File: config.mk
export PLATFORM = sky130hd
export DESIGN_NAME = cumsum_acc
export DESIGN_NICKNAME = d
export VERILOG_FILES = /design/src/rtl/cumsum_acc.sv
export SDC_FILE = /design/constraint.sdc
export NUM_CORES = 1
export LEC_CHECK = 0
export BUFFER_PORTS_ARGS = -buffer_cell sky130_fd_sc_hd__buf_4
export CAP_MARGIN = 40
export CORE_ASPECT_RATIO = 1.1
export CORE_UTILIZATION = 55
export CTS_BUF_LIST = sky130_fd_sc_hd__clkbuf_2 sky130_fd_sc_hd__clkbuf_4 sky130_fd_sc_hd__clkbuf_8
export DETAILED_ROUTE_END_ITERATION = 7
export MAX_ROUTING_LAYER = met4
export PLACE_DENSITY_LB_ADDON = 0.1
export SLEW_MARGIN = 15
export SYNTH_ARGS = -nofsm -noshare
export SYNTH_HDL_FRONTEND = slang
export SYNTH_SLANG_ARGS = --single-unit
File: constraint.sdc
create_clock -name clk_i -period 10.3 [get_ports clk_i]
set_input_delay 0.515 -clock clk_i [delete_from_list [all_inputs] [get_ports clk_i]]
set_output_delay 0.515 -clock clk_i [all_outputs]
set_load 0.05 [all_outputs]
File: src/rtl/cumsum_acc.sv
// cumsum_acc: cumulative-sum accumulator with undo history.
//
// Commands arrive over a valid/ready handshake. The operation is latched on
// the handshake edge and executed on the following edge. The block therefore
// accepts at most one command every two cycles.
//
// Ports
//   clk_i        clock, all state on the rising edge
//   rst_ni       synchronous active-low reset
//   cmd_valid_i  command present
//   cmd_ready_o  command can be accepted (IDLE and not in reset)
//   cmd_op_i     00 add, 01 undo, 10 clear, 11 nop
//   data_i       addend, zero-extended, used only by add
//   sum_o        registered running sum
//   sum_valid_o  one-cycle pulse when sum_o was updated
//   count_o      number of valid history entries
//   ovf_o        sticky overflow flag, cleared only by clear or reset
//   err_o        one-cycle pulse on undo with empty history
//
// Build option
//   CUMSUM_SATURATE_EN  When defined, an overflowing add saturates.
//                       History then records the amount actually applied,
//                       as a WIDTH-bit entry.
//                       When undefined, an overflowing add wraps and history
//                       records data_i as an IN_W-bit entry.
module cumsum_acc #(
  parameter int unsigned WIDTH = 16,
  parameter int unsigned IN_W  = 8,
  parameter int unsigned DEPTH = 8
) (
  input  logic                       clk_i,
  input  logic                       rst_ni,
  input  logic                       cmd_valid_i,
  output logic                       cmd_ready_o,
  input  logic [1:0]                 cmd_op_i,
  input  logic [IN_W-1:0]            data_i,
  output logic [WIDTH-1:0]           sum_o,
  output logic                       sum_valid_o,
  output logic [$clog2(DEPTH+1)-1:0] count_o,
  output logic                       ovf_o,
  output logic                       err_o
);

  localparam int unsigned CW = $clog2(DEPTH+1);
  localparam int unsigned PW = $clog2(DEPTH);
`ifdef CUMSUM_SATURATE_EN
  localparam int unsigned HW = WIDTH;
`else
  localparam int unsigned HW = IN_W;
`endif

  typedef enum logic {IDLE, EXEC} state_t;
  typedef enum logic [1:0] {OP_ADD = 2'b00, OP_UNDO = 2'b01,
                            OP_CLEAR = 2'b10, OP_NOP = 2'b11} op_t;

  state_t              state_q, state_d;
  op_t                 op_q;
  logic [IN_W-1:0]     data_q;
  logic [PW-1:0]       wp_q;          // next free slot; newest entry is wp_q-1
  logic [HW-1:0]       hist [DEPTH];

  logic                hs;
  logic [WIDTH:0]      data_ext;
  logic [WIDTH:0]      full;
  logic                add_ovf;
  logic [WIDTH-1:0]    add_sum;
  logic [HW-1:0]       push_val;
  logic [PW-1:0]       top_idx;
  logic [WIDTH-1:0]    top_ext;
  logic [WIDTH-1:0]    undo_sum;

  // State register
  always_ff @(posedge clk_i) begin
    if (!rst_ni) state_q <= IDLE;
    else         state_q <= state_d;
  end

  // Next state and ready
  always_comb begin
    state_d     = state_q;
    cmd_ready_o = 1'b0;
    case (state_q)
      IDLE: begin
        cmd_ready_o = rst_ni;
        if (cmd_valid_i) state_d = EXEC;
      end
      EXEC:    state_d = IDLE;
      default: state_d = IDLE;
    endcase
  end

  assign hs = cmd_valid_i & cmd_ready_o;

  // Command capture on the handshake edge
  always_ff @(posedge clk_i) begin
    if (hs) begin
      op_q   <= op_t'(cmd_op_i);
      data_q <= data_i;
    end
  end

  // Arithmetic for the pending command
  always_comb begin
    data_ext             = '0;
    data_ext[IN_W-1:0]   = data_q;
    full                 = {1'b0, sum_o} + data_ext;
    add_ovf              = full[WIDTH];
`ifdef CUMSUM_SATURATE_EN
    add_sum              = add_ovf ? '1 : full[WIDTH-1:0];
    // Equals data_q without overflow, and the headroom used when saturating.
    push_val             = add_sum - sum_o;
`else
    add_sum              = full[WIDTH-1:0];
    push_val             = data_q;
`endif
    top_idx              = wp_q - 1'b1;
    top_ext              = '0;
    top_ext[HW-1:0]      = hist[top_idx];
    undo_sum             = sum_o - top_ext;
  end

  // Accumulator, history and result pulses.
  // The history is circular. A push when full overwrites the oldest slot,
  // and count_o saturates at DEPTH. Clear only zeroes the count.
  always_ff @(posedge clk_i) begin
    sum_valid_o <= 1'b0;
    err_o       <= 1'b0;
    if (!rst_ni) begin
      sum_o   <= '0;
      count_o <= '0;
      ovf_o   <= 1'b0;
      wp_q    <= '0;
    end else if (state_q == EXEC) begin
      case (op_q)
        OP_ADD: begin
          sum_o       <= add_sum;
          ovf_o       <= ovf_o | add_ovf;
          hist[wp_q]  <= push_val;
          wp_q        <= wp_q + 1'b1;
          if (count_o != CW'(DEPTH)) count_o <= count_o + 1'b1;
          sum_valid_o <= 1'b1;
        end
        OP_UNDO: begin
          if (count_o == '0) begin
            err_o <= 1'b1;
          end else begin
            sum_o       <= undo_sum;
            wp_q        <= top_idx;
            count_o     <= count_o - 1'b1;
            sum_valid_o <= 1'b1;
          end
        end
        OP_CLEAR: begin
          sum_o       <= '0;
          count_o     <= '0;
          ovf_o       <= 1'b0;
          sum_valid_o <= 1'b1;
        end
        default: ;
      endcase
    end
  end

endmodule

* After elaboration in Yosys (flattened, before gate mapping) *
Memory sizes are Yosys's and may differ from the RTL's.
Index checks and enable logic that the tools add are counted.
Widths: inputs -> output; s select.

operators by class
  add/sub/neg operators = 6
  equal/unequal tests = 5
  muxes and demuxes = 18
  bitwise gates (word level) = 3
  reductions and logical operators = 12

operators by type and width
  kind                 number
  $pmux 16 s3          1
  $add 16x8->17        1
  $mux 16              1
  $sub 16x8->16        1
  $pmux 4 s3           1
  $reduce_and 3->1     3
  $mux 1               8
  $mux 4               2
  $pmux 1 s2           3
  $pmux 3 s2           1
  $add 4x1->4 const B  1
  $logic_not 4->1      1
  $ne 2x2->1 const B   2
  $ne 4x4->1 const B   1
  $reduce_and 2->1     2
  $reduce_and 4->1     1
  $reduce_bool 2->1    2
  $sub 4x1->4 const B  1
  $add 3x1->3 const B  1
  $mux 3               1
  $reduce_bool 3->1    1
  $sub 3x1->3 const B  1
  $eq 2x1->1 const B   1
  $eq 2x2->1 const B   1
  other kinds (5)      5

word-level totals
  register bits after elaboration = 37
  RAM bits = 64
  output and inout port bits = 24
  word-level logic and storage cells = 54
  memories = 1

memories
  memory  words  width  rd ports  clocked after memory_dff  wr ports  RTL line  RTL
  hist    8      8      1         0                         1         60        logic [HW-1:0] hist [DEPTH];

* Longest topological paths before layout *
Gate-level depths: netlist of the first run.

  depth in word-level cells = 5
  gate-level depth with buffers = 14
  gate-level depth less buffers = 12

* Least setup slack after synthesis of the first run *
OpenSTA, ideal clock, no wires.

  kind = register to register
  from = register wp_q[0]
  to = register sum_o[14]
  library setup time = 0.059 ns
  arrival time = 3.820 ns
  required time = 10.241 ns
  slack = 6.421 ns
  cell stages (with the launch flop) = 14
  buffers on the path = 3
  clock period less this slack = 3.879 ns
  path through = dfxtp_1 > buf_1 > inv_1 > ha_1 > clkbuf_1 > clkbuf_1 > mux4_2 > mux2i_1 > fa_1 > a211oi_1 > nor3_2 > or4_1 > a21oi_1 > o31a_1

on the way
  longest elaborated chain between the ends = 5

RTL lines
  item                    RTL line  RTL
  start, declared         59        logic [PW-1:0] wp_q;
  start signal, assigned  139       wp_q <= wp_q + 1'b1;
  start signal, assigned  148       wp_q <= top_idx;
  $sub 3x1->3             116       top_idx = wp_q - 1'b1;
  $mem_v2 8x8             --
  $sub 16x8->16           119       undo_sum = sum_o - top_ext;
  $mux 16                 144       if (count_o == '0) begin
  $pmux 16 s3             134       case (op_q)
  end signal, assigned    136       sum_o <= add_sum;
  end signal, assigned    147       sum_o <= undo_sum;
  end, declared           37        output logic [WIDTH-1:0] sum_o,

No other way between the ends. The select of a mux whose other input is x is not followed.
A chain may end at the register's enable or synchronous reset.

* Worst setup path in the final report of the first run *
Ends and elaborated chain as after synthesis.

==> flow_summary_export.csv, run 1 <==
group,metric,value,unit
critical_path,critPathSlowestCell,"ha_1",
global_route,grt_pass1_vias,3646,
pwr,combPwrFrac,14.8,%
clocking,hold_buffers,0,
sta,fin_setup_tns,0,ps
synthesis,synth_edf_count,74,
critical_path,worst_setup_path_end_kind,"register",
clocking,cts_tree,"yes",
place,port_buffers,36,
clocking,post-cts-setup-buffers,0,
final_layout,nFillCells,753,
place,place_area,5630,µm²
final_layout,area_growth,10.8,%
sta,setup_viol,0,
floorplan,core,9350,µm²
place,gp_congestion,0.841,
critical_path,r2r_start,"wp_q[0]$_SDFFE_PN0P_",
status,status,"complete, no violations",
sta,period_share,39.7,%
sta,relSlewSlack,43.7,%
sta,tightest_slew,842,ps
critical_path,required,10630,ps
synthesis,synth_cells,440,
sta,min_period,4080,ps
place,dp_hpwl,8230,µm
place,dpl.cell_count,578,
clocking,numCtsBuffers,9,
synthesis,yosysWarnings,0,
clocking,cts.reportedPaths.clkPinSlew,100,ps
worst_hold_path,hold_class,"input port to register",
pwr,power.internal,0.604,mW
sta,fin_ws,6220,ps
critical_path,cp-endpoint,"sum_o[14]$_SDFFE_PN0P_",
sta,finalHoldWorstSlack,311,ps
sta,fmax,0.245,GHz
detailed_routing,totalWireLength,11700,µm
global_route,overflow,0,
floorplan,initial_core_util,56.3,%
pwr,max-vdd-ir-drop,0.106,mV
floorplan,pin_count,37,
global_route,grt_pass1_wl,18500,µm
global_route,grtUsageTotal,25.9,%
synthesis,ys_ff_latch,101,
clocking,post_cts_resized,0,
final_layout,fin_area,5840,µm²
clocking,cts.sinks,101,
critical_path,reg2regPathDepth,13,
clocking,ctsRootBufferMaster,"clkbuf_8",
floorplan,fp.dieH,105,µm
critical_path,critPathMaxFanout,22,
critical_path,cp-startpoint,"wp_q[0]$_SDFFE_PN0P_",
critical_path,critPathArrivalTime,4410,ps
synthesis,yosysSeqAreaShare,52.4,%
critical_path,start_kind,"register",
sta,rsz0062_at_grt,"false",
final_layout,drive_gt1_share,18.0,%
pwr,pwr-share-seq,54.3,%
detailed_routing,ant_nets,0,
global_route,grt_use_met1,31.1,%
sta,skew,10.8,ps
global_route,met2_usage,43.0,%
floorplan,die_area,9980,µm²
pwr,pwr-share-clk,30.9,%
final_layout,finish.utilization,62.4,%
synthesis,ys.flop_type,"edfxtp_1",
synthesis,synth_cell_types,63,
floorplan,num_rows,37,
synthesis,synth_top_area_share,42.2,%
synthesis,syn_avg_cell_area,12.0,µm²
pwr,power,0.829,mW
critical_path,r2r_end,"sum_o[14]$_SDFFE_PN0P_",
detailed_routing,vias,3745,
critical_path,crit_path_cell_trace,"buf_4 > inv_1 > ha_1 > mux4_2 > mux2_2 > ha_1 > inv_1 > fa_1 > a211oi_1 > nor3_2 > or4_1 > a21oi_1 > o31a_1",
sta,finalHoldViolations,0,
synthesis,syn_nets,481,
pwr,switching_power,0.225,mW
synthesis,synth.largest_area_cell,"edfxtp_1",
clocking,clk_path_buf_depth,2,
final_layout,fin_cells,595,
clocking,clock_latency,370,ps
final_layout,insertedDiodeCount,0,
synthesis,async_flop_share,0,%
detailed_routing,viasPerCell,6.29,
synthesis,synthTopCellsByArea,"edfxtp_1 42%, dfxtp_1 10%, mux4_2 6.8%",
pwr,p_sw_share,27.2,%
detailed_routing,drc_errors,0,
worst_hold_path,worstHoldStart,"cmd_op_i[0]",
detailed_routing,first_iter_violations,170,
global_route,antenna_found_initial,0,
critical_path,slowest_delay,790,ps
sta,maxSlewViolCount,0,
floorplan,dieWidth,95.3,µm
global_route,grt_max_degree,23,
synthesis,syn_area,5270,µm²
run,max_cap_violations,0,
detailed_routing,wl_per_cell,19.7,µm
global_route,grt_use_met3,4.15,%
final_layout,final_nets,515,
place,dp_slack,6180,ps
critical_path,timing.reg2reg.setup_slack,6220,ps
global_route,busiest_layer,"met2",
pwr,p_leak,2.14,nW
pwr,p_per_area,142,nW/µm²
critical_path,path_class,"register to register",
worst_hold_path,hold_path_depth,1,
detailed_routing,first_pass_iters,4,
clocking,h-tree-depth,3,
## synth_stat cells, types with 13 or more instances
master     n
inv_1     13
a21oi_1   21
dfxtp_1   27
clkbuf_1  17
ha_1      25
mux4_2    16
nand2_1   15
mux2i_1   14
nor3_1    14
edfxtp_1  74
nor2_1    36
o21ai_0   26
## flip-flops by register name (all words and copies together) (netlist names)
signal	cells
count_o	4
data_q	8
err_o	1
hist	64
op_q	2
ovf_o	1
state_q	1
sum_o	16
sum_valid_o	1
wp_q	3
## worst min-delay path by stage
stage                                         to
after global placement        ovf_o$_SDFFE_PN0P_
after global routing         data_q[2]$_DFFE_PP_
final                          op_q[0]$_DFFE_PP_
after floorplan           sum_valid_o$_SDFF_PN0_
after detailed placement      ovf_o$_SDFFE_PN0P_
after CTS                      op_q[0]$_DFFE_PP_
## critical path: cells and delay by family (launching register included)
family / cells / cell delay (ps)
adders and majority gates: 3 / 1370
and+or+nand+nor: 2 / 690
AOI/OAI and AO/OA: 3 / 670
muxes: 2 / 510
buffers and inverters: 3 / 480
DFF: 1 / 320
## kinds of logic after synthesis
kind of cell | share of synthesized area [%]
AND/OR/NAND/NOR | 12.6
AO/OA/AOI/OAI | 13.3
flip-flops | 52.4
buffers and inverters | 3.21
multiplexers | 9.71
adder cells (fa/ha/maj) | 7.08
XOR/XNOR | 1.66
## layout by cell type (no fill, tap or decap), types with 13 or more instances in the layout
| cell type | instances |
|---|---|
| mux4_2 | 16 |
| edfxtp_1 | 74 |
| buf_4 | 46 |
| o21ai_0 | 25 |
| ha_1 | 25 |
| mux2i_1 | 14 |
| a21oi_1 | 21 |
| nand2_1 | 15 |
| nor2_1 | 36 |
| inv_1 | 13 |
| nor3_1 | 14 |
| dfxtp_1 | 27 |
## per-layer routing
| layer | part of all wire, % | up-vias |
|---|---|---|
| met3 | 3.4 | 21 |
| met2 | 52 | 89 |
| met1 | 43 | 1856 |
| met4 | 2.0 | 0 |
| li1 | - | 1779 |
| met5 | 0 | - |
## power groups by stage
stage / clock network (mW) / logic (mW) / registers [mW]
after floorplan: 0 / 0.0819 / 0.467
after global placement: 0 / 0.119 / 0.459
after detailed placement: 0 / 0.121 / 0.459
after CTS: 0.259 / 0.122 / 0.450
after global routing: 0.275 / 0.134 / 0.451
final: 0.256 / 0.123 / 0.450
## cell type report
class / instances / area, µm² / share of cell area, %
clock buffers: 10 / 131 / 2.25
clock inverters: 5 / 60.1 / 1.03
inverters: 15 / 56.3 / 0.964
multi-input cells: 301 / 2340 / 40.0
flip-flops and latches: 101 / 2760 / 47.3
well taps: 117 / 146 / 2.51
repair buffers: 46 / 345 / 5.91
Power figures use the tool's default switching activity.
==> run 2, diff against run 1 <==
==> constraint.sdc (replaced) <==
create_clock -name clk_i -period 3.62 [get_ports clk_i]
set_input_delay 0.181 -clock clk_i [delete_from_list [all_inputs] [get_ports clk_i]]
set_output_delay 0.181 -clock clk_i [all_outputs]
set_load 0.05 [all_outputs]
==> flow_summary_export.csv, run 2 (synthesis results as in run 1) <==
group,metric,value,unit
critical_path,start_kind,"register",
sta,tightest_slew,692,ps
clocking,clk_path_buf_depth,2,
sta,rsz0062_at_grt,"false",
place,dp_hpwl,8180,µm
final_layout,final_nets,527,
pwr,pwr-share-seq,55.3,%
clocking,clock_latency,370,ps
critical_path,critPathArrivalTime,3650,ps
final_layout,drive_gt1_share,18.7,%
floorplan,num_rows,37,
sta,maxSlewViolCount,0,
global_route,antenna_found_initial,0,
floorplan,core,9350,µm²
floorplan,dieWidth,95.3,µm
place,gp_congestion,0.931,
floorplan,die_area,9980,µm²
final_layout,most-common-layout-cells,"74 x edfxtp_1, 47 x buf_4, 36 x nor2_1, 26 x dfxtp_1",
run,max_cap_violations,0,
final_layout,largest_reg_flops,64,
global_route,grt_pass1_vias,3654,
global_route,grt_max_degree,22,
final_layout,insertedDiodeCount,0,
pwr,max-vdd-ir-drop,0.283,mV
clocking,numCtsBuffers,9,
detailed_routing,first_iter_violations,183,
pwr,switching_power,0.651,mW
critical_path,cp.buffers_inverters,2,
critical_path,timing.reg2reg.setup_slack,280,ps
critical_path,slowest_delay,540,ps
sta,fmax,0.299,GHz
pwr,pwr-share-clk,29.2,%
global_route,overflow,0,
final_layout,reg.largest.list,"hist (64), sum_o (16), data_q (8)",
clocking,cts_tree,"yes",
critical_path,worst_setup_path_end_kind,"register",
clocking,cts.reportedPaths.clkPinSlew,100,ps
global_route,grtUsageTotal,25.7,%
floorplan,pin_count,37,
sta,period_share,92.3,%
critical_path,required,3930,ps
floorplan,fp.dieH,105,µm
pwr,combPwrFrac,15.5,%
worst_hold_path,hold_class,"input port to register",
status,status,"complete, no violations",
critical_path,critPathTopFamily,"adder cells",
final_layout,finish.utilization,63.6,%
clocking,ctsRootBufferMaster,"clkbuf_8",
critical_path,critPathMaxFanout,14,
clocking,h-tree-depth,3,
detailed_routing,drc_errors,0,
sta,finalHoldViolations,0,
floorplan,initial_core_util,56.3,%
sta,skew,15.8,ps
pwr,p_leak,2.19,nW
critical_path,critPathSlowestCell,"or4_1",
clocking,post-cts-setup-buffers,0,
detailed_routing,vias,3688,
sta,setup_viol,0,
pwr,p_per_area,389,nW/µm²
sta,min_period,3340,ps
detailed_routing,wl_per_cell,19.2,µm
pwr,p_sw_share,28.1,%
detailed_routing,totalWireLength,11700,µm
critical_path,path_class,"register to register",
place,port_buffers,36,
final_layout,area_growth,13.0,%
critical_path,crit_path_cell_trace,"inv_1 > ha_1 > buf_6 > mux4_2 > mux2i_1 > fa_1 > a211oi_1 > nor3_2 > or4_1 > a21oi_1 > o31a_1",
global_route,grt_pass1_wl,18500,µm
final_layout,layout.cells.most_common,"edfxtp_1",
detailed_routing,viasPerCell,6.07,
sta,relSlewSlack,53.4,%
pwr,power.internal,1.66,mW
detailed_routing,ant_nets,0,
clocking,cts.sinks,101,
sta,fin_setup_tns,0,ps
detailed_routing,first_pass_iters,5,
final_layout,regMostFlops,"hist",
[run 2: cell count changes in the layout (fill, tap and decap cells not counted), sizes merged]
cell / delta
dlygate4sd3: +10
bufinv: -1
buf: +2
inv: +1
clkinvlp: +1
[run 2: area by class of cell]
class                   count  area (µm²)
clock buffers              10         131
clock inverters             6        46.3
fillers                   743        3400
inverters                  15        56.3
multi-input cells         301        2340
flip-flops and latches    101        2760
well taps                 117         146
repair buffers             58         464
[run 2: path summary, 6_finish.rpt]
check                                            from                     end  cells after the start
worst min-delay path                      cmd_valid_i      state_q$_SDFF_PN0_                      2
worst min register to register  sum_o[2]$_SDFFE_PN0P_   sum_o[2]$_SDFFE_PN0P_                      2
worst max-delay path             wp_q[1]$_SDFFE_PN0P_  sum_o[14]$_SDFFE_PN0P_                     11
worst max register to register   wp_q[1]$_SDFFE_PN0P_  sum_o[14]$_SDFFE_PN0P_                     11
[run 2: per-stage QoR]
step	power, mW	hold slack (ps)	instances	instance area, µm²	setup slack (ps)
after floorplan	1.56	280	440	5270	5.54
after global placement	1.64	359	577	5630	263
after detailed placement	1.65	360	582	5660	164
after CTS	2.32	10.8	608	5940	140
after global routing	2.41	20.1	608	5950	21.9
final	2.31	30.1	608	5950	280
[run 2: layer usage]
layer / track usage (%) / part of all wire [%]
met1: 31.9 / 45
met2: 41.3 / 49
met3: 4.88 / 3.4
met4: 9.96 / 2.0
met5: - / 0
[run 2: power groups by stage]
stage / sequential, mW / clock, mW / combinational (mW)
2_1_floorplan: 1.33 / 0 / 0.233
3_3_place_gp: 1.31 / 0 / 0.340
3_5_place_dp: 1.31 / 0 / 0.345
4_1_cts: 1.28 / 0.686 / 0.355
5_1_grt: 1.28 / 0.734 / 0.393
6_report: 1.28 / 0.676 / 0.359
[run 2: timing repair]
action,in CTS,in global routing
gates resized for setup,0,3
hold buffers,10,0
setup endpoints to repair,0,7
endpoints found under the hold margin,10,0
==> run 3, diff against run 2 <==
==> constraint.sdc (replaced) <==
create_clock -name clk_i -period 3.62 [get_ports clk_i]
set_input_delay 0.724 -clock clk_i [delete_from_list [all_inputs] [get_ports clk_i]]
set_output_delay 0.724 -clock clk_i [all_outputs]
set_load 0.05 [all_outputs]
==> flow_summary_export.csv, run 3 (synthesis results as in run 1) <==
group,metric,value,unit
final_layout,final_nets,518,
clocking,numCtsBuffers,9,
clocking,h-tree-depth,3,
place,dp_slack,125,ps
global_route,grt_pass1_wl,18300,µm
final_layout,drive_gt1_share,19.3,%
clocking,cts.sinks,101,
global_route,grt_max_degree,22,
final_layout,nFillCells,738,
detailed_routing,wl_per_cell,19.3,µm
sta,tightest_slew,707,ps
clocking,ctsRootBufferMaster,"clkbuf_8",
worst_hold_path,hold_class,"input port to register",
sta,period_share,93.1,%
final_layout,largest_reg_flops,64,
sta,maxSlewViolCount,0,
pwr,power,2.42,mW
clocking,cts_tree,"yes",
final_layout,area_growth,11.9,%
final_layout,layout.cells.most_common,"edfxtp_1",
global_route,grtUsageTotal,25.4,%
run,max_cap_violations,0,
critical_path,r2r_start,"wp_q[1]$_SDFFE_PN0P_",
worst_hold_path,hold_path_depth,1,
sta,skew,19.8,ps
detailed_routing,totalWireLength,11600,µm
detailed_routing,vias,3725,
clocking,clk_path_buf_depth,2,
clocking,hold_buffers,0,
worst_hold_path,hold_end,"data_q[3]$_DFFE_PP_",
final_layout,insertedDiodeCount,0,
pwr,p_per_area,410,nW/µm²
status,status,"complete, no violations",
place,dpl.cell_count,583,
place,gp_congestion,0.929,
final_layout,most-common-layout-cells,"74 x edfxtp_1, 48 x buf_4, 36 x nor2_1, 27 x dfxtp_1, 25 x ha_1",
sta,finalHoldViolations,0,
floorplan,num_rows,37,
clocking,cts.reportedPaths.clkPinSlew,110,ps
final_layout,finish.utilization,63.1,%
sta,min_period,3370,ps
sta,fmax,0.297,GHz
pwr,max-vdd-ir-drop,0.385,mV
final_layout,regMostFlops,"hist",
critical_path,worst_setup_path_end_kind,"register",
floorplan,initial_core_util,56.3,%
clocking,clock_latency,380,ps
critical_path,crit_path_cell_trace,"inv_1 > ha_1 > buf_6 > mux4_2 > mux2i_1 > fa_1 > a211oi_2 > nor3_2 > or4_1 > a21oi_1 > o31a_1",
floorplan,core,9350,µm²
floorplan,fp.dieH,105,µm
worst_hold_path,worstHoldStart,"data_i[3]",
sta,relSlewSlack,52.8,%
place,dp_hpwl,8280,µm
place,port_buffers,36,
critical_path,r2r_end,"sum_o[14]$_SDFFE_PN0P_",
critical_path,path_class,"register to register",
floorplan,die_area,9980,µm²
critical_path,critPathSlowestCell,"or4_1",
pwr,p_leak,2.17,nW
critical_path,slowest_delay,540,ps
sta,setup_viol,0,
sta,fin_setup_tns,0,ps
global_route,grt_pass1_vias,3509,
floorplan,dieWidth,95.3,µm
detailed_routing,drc_errors,0,
detailed_routing,first_pass_iters,5,
critical_path,critPathMaxFanout,14,
critical_path,reg2regPathDepth,11,
final_layout,fin_cells,599,
sta,fin_ws,249,ps
global_route,overflow,0,
final_layout,reg.largest.list,"hist (64), sum_o (16), data_q (8)",
detailed_routing,first_iter_violations,165,
critical_path,timing.reg2reg.setup_slack,250,ps
sta,rsz0062_at_grt,"false",
global_route,antenna_found_initial,0,
critical_path,critPathArrivalTime,3690,ps
critical_path,required,3930,ps
critical_path,start_kind,"register",
detailed_routing,viasPerCell,6.22,
floorplan,pin_count,37,
detailed_routing,ant_nets,0,
-- run 3: what timing repair did --
action | 4_1_cts | 5_1_grt
setup endpoints to repair | 0 | 5
resized for setup | 0 | 5
setup buffers | 0 | 0
-- run 3: critical path: cells and delay by family, from the launching register on --
| family | cells | cell delay, ps |
|---|---|---|
| AOI/OAI and AO/OA | 3 | 580 |
| adders and majority gates | 2 | 930 |
| buffers and inverters | 2 | 310 |
| DFF | 1 | 460 |
| muxes | 2 | 360 |
| and+or+nand+nor | 2 | 670 |
-- run 3: cell type report --
type                       count  area, µm²  share of cell area, %
inverter                      15       56.3                  0.955
clock inverter                 7       88.8                   1.51
multi-input combinational    301       2350                   39.8
clock buffer                   9        124                   2.10
tap                          117        146                   2.48
sequential                   101       2760                   46.8
timing repair buffer          49        372                   6.30
-- run 3: worst max-delay path by stage --
| stage | startpoint | end | slack (ps) | cells past startpoint |
|---|---|---|---|---|
| after floorplan | wp_q[0]$_SDFFE_PN0P_ | sum_o[14]$_SDFFE_PN0P_ | 6 | 13 |
| after global placement | wp_q[1]$_SDFFE_PN0P_ | sum_o[14]$_SDFFE_PN0P_ | 280 | 11 |
| after detailed placement | wp_q[1]$_SDFFE_PN0P_ | sum_o[14]$_SDFFE_PN0P_ | 120 | 11 |
| after CTS | wp_q[1]$_SDFFE_PN0P_ | sum_o[14]$_SDFFE_PN0P_ | 100 | 11 |
| after global routing | wp_q[1]$_SDFFE_PN0P_ | sum_o[14]$_SDFFE_PN0P_ | 40 | 11 |
| final | wp_q[1]$_SDFFE_PN0P_ | sum_o[14]$_SDFFE_PN0P_ | 250 | 11 |
-- run 3: per-stage QoR --
step / instance area, µm² / hold WS (ps)
5_1_grt: 5900 / 508
3_3_place_gp: 5640 / 487
2_1_floorplan: 5270 / 520
4_1_cts: 5880 / 518
3_5_place_dp: 5670 / 510
6_report: 5900 / 525
-- run 3: metal layers --
metal  up-vias  routed length (µm)  track usage [%]
li1       1774                   -                -
met1      1810                5060             32.8
met2       123                5640             40.1
met3        18                 606             4.22
met4         0                 264             9.42
met5         -                   0                -
-- run 3: report_power, final --
part,switching [mW],total [mW],internal (mW)
clock,0.441,0.782,0.341
sequential,0.0270,1.28,1.25
combinational,0.214,0.354,0.140
total,0.682,2.42,1.73
